[config.mk]
export PLATFORM = sky130hd
export DESIGN_NAME = mac8_dotp_seq
export DESIGN_NICKNAME = d
export VERILOG_FILES = /design/src/rtl/mac8_dotp_seq.sv
export SDC_FILE = /design/constraint.sdc
export NUM_CORES = 1
export LEC_CHECK = 0
export BUFFER_PORTS_ARGS = -buffer_cell sky130_fd_sc_hd__buf_2
export CAP_MARGIN = 40
export CORE_AREA = 2 2 84 86
export DETAILED_ROUTE_END_ITERATION = 16
export DIE_AREA = 0 0 86 88
export PLACE_DENSITY = 0.87
export SYNTH_ARGS = -nofsm -noshare
export SYNTH_HDL_FRONTEND = slang
export SYNTH_SLANG_ARGS = --single-unit
[constraint.sdc]
create_clock -name clk_i -period 4.6 [get_ports clk_i]
set_clock_uncertainty 0.05 [all_clocks]
set_input_delay 0.23 -clock clk_i [delete_from_list [all_inputs] [get_ports clk_i]]
set_output_delay 0.23 -clock clk_i [all_outputs]
set_load 0.01 [all_outputs]
[src/rtl/mac8_dotp_seq.sv]
// mac8_dotp_seq: sequences one packed-byte dot-product job into the mac8 FU and returns the tagged result
module mac8_dotp_seq #(
  parameter int XLEN          = 32,
  parameter int LEN_W         = 8,
  parameter int TRANS_ID_BITS = 3
) (
  input  logic                     clk_i,
  input  logic                     rst_i,
  input  logic                     flush_i,
  input  logic                     cmd_valid_i,
  output logic                     cmd_ready_o,
  input  logic [LEN_W-1:0]         cmd_len_i,
  input  logic [TRANS_ID_BITS-1:0] cmd_trans_id_i,
  input  logic                     op_valid_i,
  output logic                     op_ready_o,
  input  logic [XLEN-1:0]          op_a_i,
  input  logic [XLEN-1:0]          op_b_i,
  output logic                     mac_valid_o,
  output logic                     mac_init_o,
  output logic [XLEN-1:0]          mac_op_a_o,
  output logic [XLEN-1:0]          mac_op_b_o,
  input  logic [XLEN-1:0]          mac_result_i,
  output logic                     res_valid_o,
  input  logic                     res_ready_i,
  output logic [XLEN-1:0]          res_data_o,
  output logic [TRANS_ID_BITS-1:0] res_trans_id_o,
  output logic                     busy_o
);
  typedef enum logic [1:0] {IDLE, STREAM, RESP} state_t;
  state_t                   state_q, state_d;
  logic [LEN_W-1:0]         cnt_q, cnt_d;
  logic                     first_q, first_d;
  logic [XLEN-1:0]          res_data_q, res_data_d;
  logic [TRANS_ID_BITS-1:0] tid_q, tid_d;
  logic                     beat, cmd_hs;
  assign cmd_ready_o    = (state_q == IDLE) & ~flush_i;
  assign op_ready_o     = state_q == STREAM;
  assign beat           = op_ready_o & op_valid_i & ~flush_i;
  assign cmd_hs         = cmd_valid_i & cmd_ready_o;
  assign mac_valid_o    = beat;
  assign mac_init_o     = first_q;
  assign mac_op_a_o     = op_a_i;
  assign mac_op_b_o     = op_b_i;
  assign res_valid_o    = state_q == RESP;
  assign res_data_o     = res_data_q;
  assign res_trans_id_o = tid_q;
  assign busy_o         = state_q != IDLE;
  // flush outranks everything, so a last beat coinciding with flush is dropped
  always_comb begin
    state_d    = state_q;
    cnt_d      = cnt_q;
    first_d    = first_q;
    res_data_d = res_data_q;
    tid_d      = tid_q;
    if (flush_i) begin
      state_d = IDLE;
      cnt_d   = '0;
      first_d = 1'b0;
    end else if (cmd_hs) begin
      tid_d      = cmd_trans_id_i;
      cnt_d      = cmd_len_i;
      first_d    = 1'b1;
      state_d    = (cmd_len_i == '0) ? RESP : STREAM;
      res_data_d = (cmd_len_i == '0) ? '0 : res_data_q;
    end else if (beat) begin
      res_data_d = mac_result_i;
      first_d    = 1'b0;
      cnt_d      = cnt_q - LEN_W'(1);
      state_d    = (cnt_q == LEN_W'(1)) ? RESP : STREAM;
    end else if (res_valid_o & res_ready_i) begin
      state_d = IDLE;
    end
  end
  always_ff @(posedge clk_i or posedge rst_i) begin
    if (rst_i) begin
      state_q    <= IDLE;
      cnt_q      <= '0;
      first_q    <= 1'b0;
      res_data_q <= '0;
      tid_q      <= '0;
    end else begin
      state_q    <= state_d;
      cnt_q      <= cnt_d;
      first_q    <= first_d;
      res_data_q <= res_data_d;
      tid_q      <= tid_d;
    end
  end
endmodule
==> out/results.tsv, run 1 <==
stage	metric	value	unit
grt	groute.layer.met3.usage	4.24	%
drt	first_iter_violations	55	
critical_path	worstPathCellList	nand3b_4 -> nor2_2 -> buf_4 -> buf_2	
critical_path	worst_path_largest_cell_delay	590	ps
power	power.leakage	1.36	nW
place	place_area	2500	µm²
min_path	hp-class	input pin to register	
cells_and_area	n_antenna_cell	0	
critical_path	cp_top_family	flip-flops	
drt	drc	0	
critical_path	r2r-end	res_data_o[17]$_DFFE_PP0P_	
synthesis	ys_seq_area_share	46.5	%
critical_path	startpoint_type	register	
critical_path	r2r_setup_slack	2670	ps
clock_network	clk_pin_slew	90	ps
floorplanning	die_h	88	µm
power	power_density	430	nW/µm²
drt	wl_per_cell	16.0	µm
grt	grt_usage	13.6	%
timing	setup-violations-final	0	
cells_and_area	final_cell_area	2600	µm²
critical_path	reg2reg_depth	4	
grt	grt_pass1_vias	1615	
synthesis	synth_area_leader_cell	dfrtp_1	
place	place_inst	327	
clock_network	cts.htree.levels	2	
timing	tns	0	ps
clock_network	clock-root-buffer	clkbuf_8	
timing	slew_headroom	57.1	%
synthesis	synth_top_area_share	46.5	%
floorplanning	die_area	7570	µm²
critical_path	worstSetupPathType	register to primary output	
synthesis	synth.distinct_cells	35	
drt	routed_wl	5390	µm
grt	grt_busiest_layer	met2	
power	ir_drop	0.000191	V
critical_path	endpoint_kind	primary output	
place	dp.final_hpwl	3870	µm
synthesis	yosysMostFrequentCell	buf_4	
timing	rsz0062_at_grt	no	
timing	finalHoldViolations	0	
drt	vias_per_cell	5.29	
grt	globalRouteMet2Util	21.9	%
synthesis	synth_nets	344	
grt	use_met1	15.9	%
synthesis	synth_ff_type	dfrtp_1	
timing	maxSlewViolCount	0	
cells_and_area	fin_nets	370	
place	place_congestion	0.835	
clock_network	cts_buffers	5	
grt	grt.overflow.total	0	
grt	grt_pass1_wl	7950	µm
run	maxCapViolations	0	
floorplanning	core	6640	µm²
synthesis	synthTopCellsByArea	dfrtp_1, buf_4, a22o_1	
timing	fmax	484	MHz
min_path	whs_endpoint	res_trans_id_o[2]$_DFFE_PP0P_	
drt	postRouteAntennaNets	0	
critical_path	critPathMaxFanout	33	
timing	finalCritPeriodShare	44.9	%
clock_network	cts.sinks	46	
floorplanning	io_pins	218	
place	io_buffers	89	
cells_and_area	final_cells	336	
clock_network	cts.path.max_buffers	2	
synthesis	synthArstFlopShare	100	%
critical_path	crit_required	4320	ps
clock_network	clock_latency	290	ps
synthesis	avgSynthCellArea	10.8	µm²
min_path	min-delay-start	cmd_trans_id_i[2]	
critical_path	critPathSlowestCell	dfrtp_1	
critical_path	path_buf_inv	2	
floorplanning	rows	30	
clock_network	cts_tree	yes	
synthesis	yosys_warnings	0	
clock_network	post_cts_resized	0	
cells_and_area	area_growth	5.16	%
timing	hold_ws	75.4	ps
critical_path	r2r_start	state_q[0]$_DFFE_PP0P_	
synthesis	synth_edf_count	0	
grt	antenna_found_initial	0	
grt	grt_max_degree	34	
drt	num_vias	1776	
synthesis	synth_area	2470	µm²
floorplanning	start_util	37.3	%
min_path	hold_depth	3	
drt	drtPass1Iterations	6	
run_status	status	finished clean	
timing	tightestPinTransition	640	ps
floorplanning	die_x	86	µm
synthesis	ys_seq_elements	46	
synthesis	synthCells	229	
critical_path	worstPathArrival	1790	ps
timing	period_needed	2070	ps
cells_and_area	final_layout_size_suffix_gt1_share	42.6	%
synthesis	synthTopCellsByCount	buf_4, dfrtp_1, a22o_1	
-- layout make-up --
class / count / area [µm²]
Multi-Input combinational cell: 105 / 756
Fill cell: 645 / 4040
Clock inverter: 3 / 21.3
Tap cell: 80 / 100
Timing Repair Buffer: 93 / 490
Inverter: 4 / 15.0
Sequential cell: 46 / 1150
Clock buffer: 5 / 68.8
-- sequential cells by signal (all words and copies together) (netlist names) --
register        count
res_data_o         32
cnt_q               8
res_trans_id_o      3
state_q             2
mac_init_o          1
-- placed cells by master, fill, tap and decap left out, types with 2 or more instances in the layout --
master    Yosys  routed
buf_2         3      89
dfrtp_1      46      46
a22o_1       32      32
nand2_1      18      18
nor2_1        9       8
nand4b_1      5       5
o21ai_0       5       5
clkbuf_8      0       5
nor2b_1       4       4
a21oi_1       4       4
inv_1         4       3
nor4_1        2       2
o311ai_0      2       2
or4_4         2       2
nand3_1       2       2
a31oi_1       2       2
ha_1          2       2
buf_4        67       2
-- worst max path at each step --
stage / startpoint / to / slack (ps) / cells past startpoint
final: state_q[0]$_DFFE_PP0P_ / mac_valid_o / 2530 / 4
after global routing: state_q[0]$_DFFE_PP0P_ / mac_valid_o / 2420 / 4
after CTS: state_q[0]$_DFFE_PP0P_ / mac_valid_o / 2530 / 4
after detailed placement: state_q[0]$_DFFE_PP0P_ / res_data_o[5]$_DFFE_PP0P_ / 2670 / 4
after global placement: state_q[0]$_DFFE_PP0P_ / res_data_o[30]$_DFFE_PP0P_ / 2760 / 4
after floorplan: cnt_q[0]$_DFFE_PP0P_ / cnt_q[4]$_DFFE_PP0P_ / 3000 / 6
-- cell families after synthesis --
| logic type | Yosys count | share of synthesized area (%) |
|---|---|---|
| xor gates and xnor gates | 1 | 0.354 |
| and+or+nand+nor | 53 | 13.4 |
| AOI/OAI and AO/OA | 49 | 15.7 |
| buffers and inverters | 78 | 23.1 |
| DFF | 46 | 46.5 |
| adders and majority gates | 2 | 1.01 |
-- what timing repair did --
action	CTS	global route
setup buffers	0	0
hold endpoints to repair	20	0
hold buffers	1	0
-- routing by layer --
metal | part of all wire, % | vias up
met1 | 40 | 842
met5 | 0 | -
met2 | 46 | 113
li1 | - | 795
met4 | 3.5 | 0
met3 | 9.8 | 26
-- worst register-to-register path, delay by kind of cell (launching register included) --
kind / cells / cell delay [ps]
buffers and inverters: 1 / 270
and+or+nand+nor: 1 / 650
DFF: 1 / 530
AOI/OAI and AO/OA: 2 / 320
-- power breakdown --
part | internal [mW] | switching [mW]
Clock | 0.107 | 0.141
Sequential | 0.500 | 0.0605
Combinational | 0.157 | 0.154
-- stage by stage --
stage,setup WS [ps],power (mW),util [%]
after floorplan,3000,0.793,-
after global placement,2760,0.867,37.4
after detailed placement,2670,0.880,37.7
after CTS,2530,1.14,39.2
after global routing,2420,1.19,39.2
final,2530,1.12,39.2
Note: power is estimated with default switching activity, not from simulation.
==> run 2: changes to the inputs <==
- clock period: 4.6 -> 2.1 ns (I/O delays scaled with it)
==> out/results.tsv, run 2 (synthesis gave the netlist of run 1 again) <==
stage	metric	value	unit	change
grt	grt_pass1_wl	9410	µm	was 7950 µm
grt	grt.overflow.total	0		unchanged
clock_network	cts.sinks	46		unchanged
power	power.leakage	1.54	nW	was 1.36 nW
min_path	min-delay-start	mac_result_i[7]		was cmd_trans_id_i[2]
floorplanning	rows	30		unchanged
cells_and_area	n_antenna_cell	0		unchanged
power	ir_drop	0.000306	V	was 0.000191 V
clock_network	clock-root-buffer	clkbuf_8		unchanged
cells_and_area	largest_reg_flops	32		unchanged
place	place_area	2520	µm²	was 2500 µm²
grt	grt_pass1_vias	1967		was 1,615
timing	period_needed	1960	ps	
timing	tns	0	ps	unchanged
place	dp_slack	179	ps	was 2670 ps
min_path	whs_endpoint	res_data_o[7]$_DFFE_PP0P_		was res_trans_id_o[2]$_DFFE_PP0P_
critical_path	r2r_start	state_q[1]$_DFFE_PP0P_		was state_q[0]$_DFFE_PP0P_
cells_and_area	final_util	45.3	%	was 39.2%
grt	antenna_found_initial	0		unchanged
cells_and_area	final_layout_size_suffix_gt1_share	37.4	%	was 42.6%
critical_path	endpoint_kind	register		was primary output
cells_and_area	final_cell_area	3010	µm²	was 2600 µm²
clock_network	clock_latency	290	ps	about the same
drt	vias_per_cell	5.06		was 5.29
drt	num_vias	1892		was 1,776
critical_path	worst_path_largest_cell_delay	540	ps	was 590 ps
timing	slew_headroom	61.7	%	was 57.1%
grt	grt_max_degree	34		unchanged
timing	fmax	509	MHz	
clock_network	cts.htree.levels	2		unchanged
floorplanning	core	6640	µm²	unchanged
drt	drc	0		unchanged
floorplanning	die_area	7570	µm²	unchanged
clock_network	clk_pin_slew	90	ps	about the same
min_path	hp-class	input pin to register		unchanged
cells_and_area	area_growth	21.6	%	was 5.16%
clock_network	cts.path.max_buffers	2		unchanged
place	place_congestion	0.833		was 0.835
floorplanning	die_x	86	µm	unchanged
critical_path	critPathSlowestCell	or4_4		was dfrtp_1
timing	tightestPinTransition	575	ps	was 640 ps
cells_and_area	layout_commonest_cell	buf_2		unchanged
timing	finalHoldViolations	0		unchanged
critical_path	r2r-end	res_data_o[20]$_DFFE_PP0P_		was res_data_o[17]$_DFFE_PP0P_
critical_path	startpoint_type	input pin		was register
place	io_buffers	89		unchanged
timing	finalCritPeriodShare	93.5	%	
clock_network	cts_setup_buffers	0		unchanged
critical_path	crit_required	2230	ps	was 4320 ps
run_status	status	finished clean		unchanged
cells_and_area	final_cell_mix	buf_2, dfrtp_1, dlygate4sd3_1		was buf_2, dfrtp_1, a22o_1
power	power_density	876	nW/µm²	was 430 nW/µm²
critical_path	reg2reg_depth	5		was 4
grt	grt_usage	16.0	%	was 13.6%
drt	wl_per_cell	16.4	µm	was 16.0 µm
critical_path	r2r_setup_slack	190	ps	was 2670 ps
clock_network	cts_tree	yes		unchanged
drt	drtPass1Iterations	4		was 6
timing	setup-violations-final	0		unchanged
floorplanning	io_pins	218		unchanged
floorplanning	start_util	37.3	%	unchanged
critical_path	worstPathArrival	2100	ps	was 1790 ps
floorplanning	die_h	88	µm	unchanged
min_path	hold_depth	2		was 3
run	maxCapViolations	0		unchanged
timing	maxSlewViolCount	0		unchanged
drt	postRouteAntennaNets	0		unchanged
critical_path	critPathMaxFanout	21		was 33
drt	first_iter_violations	84		was 55
place	dp.final_hpwl	3940	µm	was 3870 µm
clock_network	cts_buffers	5		unchanged
drt	routed_wl	6130	µm	was 5390 µm
timing	setup_ws	137	ps	was 2530 ps
timing	rsz0062_at_grt	no		unchanged
critical_path	worstSetupPathType	input pin to register		was register to primary output
critical_path	worstPathCellList	dlygate4sd3_1 -> buf_2 -> or4_4 -> nor2_4 -> a21oi_2 -> buf_4 -> a22o_1		was nand3b_4 -> nor2_2 -> buf_4 -> buf_2
cells_and_area	fin_nets	408		was 370
==> run 2: cell count changes in the layout (fill, tap and decap cells not counted), sizes merged <==
cell         previous run  this run
buf                    92        93
clkinvlp                1         0
clkinv                  2         1
dlygate4sd3             1        38
inv                     4         5
bufinv                  0         1
==> run 2: how the worst max path moves through the flow <==
| stage | startpoint | end | slack [ps] | depth (start not counted) |
|---|---|---|---|---|
| global route | state_q[1]$_DFFE_PP0P_ | res_data_o[20]$_DFFE_PP0P_ | 30 | 5 |
| CTS | cmd_len_i[4] | res_data_o[14]$_DFFE_PP0P_ | 140 | 7 |
| detailed placement | state_q[1]$_DFFE_PP0P_ | res_data_o[14]$_DFFE_PP0P_ | 180 | 5 |
| finish | cmd_len_i[4] | res_data_o[20]$_DFFE_PP0P_ | 140 | 7 |
| global placement | state_q[1]$_DFFE_PP0P_ | res_data_o[26]$_DFFE_PP0P_ | 300 | 5 |
| floorplan | cnt_q[0]$_DFFE_PP0P_ | cnt_q[4]$_DFFE_PP0P_ | 500 | 6 |
==> run 2: cell type report <==
class,instances,area (µm²)
clock buffers,5,68.8
clock inverters,3,43.8
fillers,612,3630
inverters,4,15.0
multi-input cells,105,756
flip-flops and latches,46,1150
well taps,80,100
repair buffers,131,876
==> run 2: per-stage QoR <==
step	hold slack (ps)	total power, mW	instances
floorplan	160	1.74	229
global placement	160	1.90	327
detailed placement	133	1.93	328
CTS	2.63	2.66	374
global route	1.97	2.80	374
finish	13.7	2.64	374
==> run 2: worst max-delay path: cells and delay by family <==
kind	cells	cell delay, ps
buf+inv	3	920
simple gates	2	700
compound gates	2	380
==> run 2: layer usage <==
metal / GRT usage, % / routed length (µm) / vias to the layer above
li1: - / - / 871
met1: 18.1 / 2440 / 890
met2: 27.0 / 2930 / 103
met3: 5.18 / 535 / 28
met4: 8.51 / 221 / 0
met5: 0 / 0 / -
==> run 2: report_power, final <==
part | internal (mW) | total (mW) | switching (mW)
combinational | 0.393 | 0.757 | 0.363
clock | 0.357 | 0.656 | 0.299
sequential | 1.09 | 1.23 | 0.131
total | 1.84 | 2.64 | 0.793
==> run 2: what timing repair did <==
item                                   CTS  global route
gates resized for setup                  0             0
hold buffers                            38             0
endpoints found under the hold margin   60             0
